**src/rtl/spi_master_if.sv**
```systemverilog
// Bridge-side bundle for spi_master: frame handshake plus the SPI pins.
// master = the spi_master end; slave = whoever drives start/tx_data and the miso line.
interface spi_master_if #(
    parameter int unsigned DATA_WIDTH = 16
);
    logic                  start;
    logic [DATA_WIDTH-1:0] tx_data;
    logic                  miso;
    logic                  sclk;
    logic                  cs;
    logic                  mosi;
    logic [DATA_WIDTH-1:0] rx_data;
    logic                  busy;
    logic                  done;

    modport master (
        input  start, tx_data, miso,
        output sclk, cs, mosi, rx_data, busy, done
    );

    modport slave (
        output start, tx_data, miso,
        input  sclk, cs, mosi, rx_data, busy, done
    );
endinterface

```
**src/rtl/spi_master.sv**
```systemverilog
// SPI mode-0 master: one full-duplex DATA_WIDTH-bit frame per accepted start, sclk = clk / (2*CLK_DIV).
// Define SPI_MASTER_LSB_FIRST_EN to shift LSB first; MSB first otherwise.
module spi_master #(
    parameter int unsigned DATA_WIDTH = 16,
    parameter int unsigned CLK_DIV    = 5
) (
    input  logic         clk,
    input  logic         rst,
    spi_master_if.master bus
);
    localparam int unsigned CNT_W = (CLK_DIV > 1) ? $clog2(CLK_DIV) : 1;
    localparam int unsigned BIT_W = $clog2(DATA_WIDTH + 1);

`ifdef SPI_MASTER_LSB_FIRST_EN
    localparam bit LSB_FIRST = 1'b1;
`else
    localparam bit LSB_FIRST = 1'b0;
`endif

    typedef enum logic [2:0] {
        IDLE,
        SETUP,
        TRANSFER,
        HOLD,
        GAP
    } state_t;

    state_t                state;
    logic [CNT_W-1:0]      cnt;
    logic [BIT_W-1:0]      bit_cnt;
    logic [DATA_WIDTH-1:0] tx_shift;
    logic [DATA_WIDTH-1:0] rx_shift;
    logic                  tick;

    logic                  load_first;
    logic [DATA_WIDTH-1:0] load_rest;
    logic                  next_bit;
    logic [DATA_WIDTH-1:0] tx_next;
    logic [DATA_WIDTH-1:0] rx_next;

    assign tick = (cnt == CNT_W'(CLK_DIV - 1));

    always_comb begin
        load_first = bus.tx_data[DATA_WIDTH-1];
        load_rest  = bus.tx_data << 1;
        next_bit   = tx_shift[DATA_WIDTH-1];
        tx_next    = tx_shift << 1;
        rx_next    = {rx_shift[DATA_WIDTH-2:0], bus.miso};
        if (LSB_FIRST) begin
            load_first = bus.tx_data[0];
            load_rest  = bus.tx_data >> 1;
            next_bit   = tx_shift[0];
            tx_next    = tx_shift >> 1;
            rx_next    = {bus.miso, rx_shift[DATA_WIDTH-1:1]};
        end
    end

    always_ff @(posedge clk or negedge rst) begin
        if (!rst) begin
            state       <= IDLE;
            cnt         <= '0;
            bit_cnt     <= '0;
            tx_shift    <= '0;
            rx_shift    <= '0;
            bus.sclk    <= 1'b0;
            bus.cs      <= 1'b1;
            bus.mosi    <= 1'b0;
            bus.rx_data <= '0;
            bus.busy    <= 1'b0;
            bus.done    <= 1'b0;
        end else begin
            bus.done <= 1'b0;
            if (state != IDLE) begin
                cnt <= tick ? '0 : cnt + CNT_W'(1);
            end

            case (state)
                IDLE: begin
                    cnt      <= '0;
                    bus.sclk <= 1'b0;
                    bus.cs   <= 1'b1;
                    if (bus.start) begin
                        tx_shift <= load_rest;
                        rx_shift <= '0;
                        bit_cnt  <= '0;
                        bus.mosi <= load_first;
                        bus.cs   <= 1'b0;
                        bus.busy <= 1'b1;
                        state    <= SETUP;
                    end
                end

                SETUP: begin
                    if (tick) begin
                        bus.sclk <= 1'b1;
                        rx_shift <= rx_next;
                        bit_cnt  <= bit_cnt + BIT_W'(1);
                        state    <= TRANSFER;
                    end
                end

                // The last low half-period is spent in TRANSFER before HOLD, so the
                // frame is 2*DATA_WIDTH+2 half-periods from acceptance to done.
                TRANSFER: begin
                    if (tick) begin
                        if (bus.sclk) begin
                            bus.sclk <= 1'b0;
                            if (bit_cnt < BIT_W'(DATA_WIDTH)) begin
                                bus.mosi <= next_bit;
                                tx_shift <= tx_next;
                            end
                        end else if (bit_cnt == BIT_W'(DATA_WIDTH)) begin
                            state <= HOLD;
                        end else begin
                            bus.sclk <= 1'b1;
                            rx_shift <= rx_next;
                            bit_cnt  <= bit_cnt + BIT_W'(1);
                        end
                    end
                end

                HOLD: begin
                    if (tick) begin
                        bus.cs      <= 1'b1;
                        bus.mosi    <= 1'b0;
                        bus.rx_data <= rx_shift;
                        bus.done    <= 1'b1;
                        state       <= GAP;
                    end
                end

                GAP: begin
                    if (tick) begin
                        bus.busy <= 1'b0;
                        state    <= IDLE;
                    end
                end

                default: state <= IDLE;
            endcase
        end
    end
endmodule

```
**src/flat_wrapper.sv**
```systemverilog
// flat-port wrapper written by rule: the top's interface ports become plain ports
module spi_master_flat 
#(
    parameter int unsigned DATA_WIDTH = 16,
    parameter int unsigned CLK_DIV    = 5
)
  (clk, rst, bus_start, bus_tx_data, bus_miso, bus_sclk, bus_cs, bus_mosi, bus_rx_data, bus_busy, bus_done);
  spi_master_if #(.DATA_WIDTH(DATA_WIDTH)) bus_i ();
  input  logic clk;
  input  logic rst;
  input wire logic [$bits(bus_i.start)-1:0] bus_start;
  input wire logic [$bits(bus_i.tx_data)-1:0] bus_tx_data;
  input wire logic [$bits(bus_i.miso)-1:0] bus_miso;
  output wire logic [$bits(bus_i.sclk)-1:0] bus_sclk;
  output wire logic [$bits(bus_i.cs)-1:0] bus_cs;
  output wire logic [$bits(bus_i.mosi)-1:0] bus_mosi;
  output wire logic [$bits(bus_i.rx_data)-1:0] bus_rx_data;
  output wire logic [$bits(bus_i.busy)-1:0] bus_busy;
  output wire logic [$bits(bus_i.done)-1:0] bus_done;
  assign bus_i.start = bus_start;
  assign bus_i.tx_data = bus_tx_data;
  assign bus_i.miso = bus_miso;
  assign bus_sclk = bus_i.sclk;
  assign bus_cs = bus_i.cs;
  assign bus_mosi = bus_i.mosi;
  assign bus_rx_data = bus_i.rx_data;
  assign bus_busy = bus_i.busy;
  assign bus_done = bus_i.done;
  spi_master #(.DATA_WIDTH(DATA_WIDTH), .CLK_DIV(CLK_DIV)) u_core (.clk(clk), .rst(rst), .bus(bus_i));
endmodule
```
**config.mk**
```make
export PLATFORM = sky130hd
export DESIGN_NAME = spi_master_flat
export DESIGN_NICKNAME = d
export VERILOG_FILES = /design/src/rtl/spi_master_if.sv /design/src/rtl/spi_master.sv /design/src/flat_wrapper.sv
export SDC_FILE = /design/constraint.sdc
export NUM_CORES = 1
export LEC_CHECK = 0
export ABC_CLOCK_PERIOD_IN_PS = 5200
export BUFFER_PORTS_ARGS = -buffer_cell sky130_fd_sc_hd__buf_2
export CAP_MARGIN = 0
export CELL_PAD_IN_SITES_DETAIL_PLACEMENT = 0
export CELL_PAD_IN_SITES_GLOBAL_PLACEMENT = 1
export CORE_ASPECT_RATIO = 1.75
export CORE_MARGIN = 5
export CORE_UTILIZATION = 50
export CTS_BUF_LIST = sky130_fd_sc_hd__clkbuf_4
export CTS_CLUSTER_SIZE = 20
export DETAILED_ROUTE_END_ITERATION = 7
export MAX_ROUTING_LAYER = met4
export PLACE_DENSITY = 0.82
export SLEW_MARGIN = 40
export SYNTH_ARGS = -nofsm -noshare
export SYNTH_HDL_FRONTEND = slang
export SYNTH_SLANG_ARGS = --single-unit
export TNS_END_PERCENT = 100
```
**constraint.sdc**
```tcl
create_clock -name clk -period 5.2 [get_ports clk]
set_input_delay 0.26 -clock clk [delete_from_list [all_inputs] [get_ports clk]]
set_output_delay 0.26 -clock clk [all_outputs]
set_load 0.02 [all_outputs]
```
==> results.yml <==
synthesis:
  synthesis.instances: 253
  synth_nets: 277
  synth_ff_type: "dfrtp_1"
  synth_edf_count: 0
  synthTopCellsByArea: "dfrtp_1 (51%), mux2_2 (10%), mux2_4 (4.9%), o21ai_0 (3.8%), nand4_1 (3.7%)"
  synth_top_area_frac: 0.510
  ys_ff_latch: 63
  yosys-top-cells-count: "dfrtp_1 (62), mux2_2 (28), o21ai_0 (23)"
  synth_top_area_cell: "dfrtp_1"
  synth.most_common_cell: "dfrtp_1"
  ys_warn_count: 0
  yosysSeqAreaShare: 0.519
  synth_area_um2: 3040
  synth_cell_type_count: 48
  synth_area_per_cell_um2: 12.0
  ys_async_sr_fraction: 1.00
sta:
  hold_violations: 0
  min_period_ns: 2.27
  min_period_over_period: 0.437
  tns_ns: 0
  rsz0062_at_grt: "false"
  fin_ws_ns: 2.93
  holdWs_ns: 0.0911
  setup_viol: 0
  relSlewSlack: 0.545
  worst_slew_pin_slew_ns: 0.680
  drv_slew: 0
  fin_worst_skew_ns: 0.0131
  fmax_ghz: 0.440
cts:
  clockRootBuffer: "clkbuf_4"
  cts.sinks: 63
  clock_path_buffers: 2
  clkSlewWorstSetupHoldPaths_ns: 0.11
  cts_tree: "yes"
  clk-insertion-delay-late_ns: 0.41
  cts_buffers: 9
  cts_setup_buffers: 0
  h-tree-depth: 3
power:
  peakVddDrop_mv: 0.215
  total_power_uw: 871
  p_per_area_nw_per_um2: 252
  power_leakage_nw: 1.73
setup_path:
  reg2reg_depth: 7
  cp_max_fo: 22
  critPathLaunchType: "register"
  arrival_ns: 2.62
  ff2ff_setup_slack_ns: 2.93
  r2r-start: "u_core.cnt[0]"
  worstPathRequired_ns: 5.55
  worst_setup_path_end_kind: "register"
  rr_endpoint: "u_core.bit_cnt[2]"
  criticalPathCategory: "register to register"
grt:
  grt_pass1_vias: 2089
  grt-ovfl-total: 0
  grt_pass1_wl_mm: 9.67
  track_usage: 0.170
  grt_max_degree: 64
  antenna_found_initial: 0
placed_design:
  dp_hpwl_mm: 3.76
  place.gp.congestion: 0.755
  place.port_buffers: 40
  dpl_worst_slack_ns: 2.92
finish:
  area_growth_pct: 13.4
  nFillCells: 551
  final_nets: 319
  drive_gt1_frac: 0.380
  fin_util: 0.582
  diodes: 0
floorplan:
  die_x_um: 69.0
  core-area_um2: 5930
  design.die.area_um2: 7800
  num_rows: 37
  die_h_um: 113
  pin_count: 41
  initial_core_util: 0.513
route:
  wl_mm: 5.56
  drc: 0
  drtIter0Drc: 89
  drt_pre_antenna_iters: 4
  via_per_inst: 5.37
  wl_per_cell_um: 14.7
  drtAntennaViolNets: 0
  vias: 2028
flow_run:
  cap_viol_max_count: 0
worst_hold_path:
  worst_hold_path.endpoint: "u_core.rx_shift[0]"
  hp-class: "input port to register"
  min_path_cells: 3
  hp-start: "bus_miso"
run_status:
  outcome: "completed"
area by class of cell:
type / count / area [µm²] / area share
Sequential cell: 63 / 1580 / 0.457
Multi-Input combinational cell: 149 / 1270 / 0.369
Inverter: 24 / 90.1 / 0.0261
Clock inverter: 7 / 72.6 / 0.0210
Timing Repair Buffer: 48 / 270 / 0.0783
Tap cell: 78 / 97.6 / 0.0283
Clock buffer: 9 / 67.6 / 0.0196
per-layer routing:
| layer | global-route usage | part of all wire | vias to the layer above |
|---|---|---|---|
| li1 | - | - | 981 |
| met1 | 0.196 | 0.42 | 1003 |
| met2 | 0.277 | 0.52 | 35 |
| met3 | 0.0328 | 0.040 | 9 |
| met4 | 0.0781 | 0.019 | 0 |
| met5 | - | 0 | - |
sequential cells by signal, indices dropped and copies added (netlist names), 3 cells and up:
signal and count:
u_core.bit_cnt 5, u_core.bus.rx_data 16, u_core.state 3, u_core.tx_shift 15
u_core.rx_shift 16, u_core.cnt 3
how the worst max path moves through the flow:
| stage | cells after the start | slack, ns | to | start |
|---|---|---|---|---|
| floorplan | 6 | 3.36 | u_core.tx_shift[10] | u_core.cnt[0] |
| global placement | 4 | 2.80 | u_core.tx_shift[14] | u_core.state[1] |
| detailed placement | 7 | 2.92 | u_core.rx_shift[11] | u_core.cnt[0] |
| CTS | 7 | 2.91 | u_core.rx_shift[11] | u_core.cnt[0] |
| global route | 7 | 2.62 | u_core.rx_shift[2] | u_core.cnt[0] |
| finish | 7 | 2.93 | u_core.bit_cnt[2] | u_core.cnt[0] |
through the flow:
stage	instance area, µm²	cells
after global routing	3450	378
after CTS	3440	377
after global placement	3270	359
after floorplan	3040	253
after detailed placement	3300	361
final	3450	378
report_power, final:
part | switching (mW) | leakage [nW] | internal, mW
Combinational | 0.0151 | 0.902 | 0.0177
Sequential | 0.00485 | 0.754 | 0.498
Clock | 0.188 | 0.0723 | 0.147
critical path, cell delays in order (launching register included):
cell and delay [ns]:
dfrtp_1 0.40, inv_1 0.07, ha_1 0.33, a21boi_0 0.14
o22ai_1 0.14, buf_4 0.28, and2_1 0.59, a32o_1 0.26
kinds of logic (layout without fill, tap and decap cells):
| group | count (synthesis) | count (layout) | share of synthesized area |
|---|---|---|---|
| compound gates | 43 | 43 | 0.0897 |
| xor+xnor | 2 | 2 | 0.00576 |
| fa+ha+maj | 4 | 4 | 0.0165 |
| buf+inv | 41 | 88 | 0.0646 |
| flops | 63 | 63 | 0.519 |
| mux | 47 | 47 | 0.186 |
| simple gates | 53 | 53 | 0.118 |
layout by cell type, fill, tap and decap left out, types with 3 or more instances in the layout:
master     n
buf_2     40
dfrtp_1   62
nand4_1   18
clkbuf_4   9
o21ai_0   23
mux2_4    10
ha_1       4
mux2_2    28
buf_4      5
a21oi_1    4
nor2_1     7
inv_1     22
and3_1     4
nor2b_1    4
o22ai_1    3
mux2_1     9
what timing repair did:
action | CTS | global route
resized for setup | 0 | 0
hold buffers | 0 | 1
endpoints found under the hold margin | 0 | 62
(Power assumes the default switching activity.)
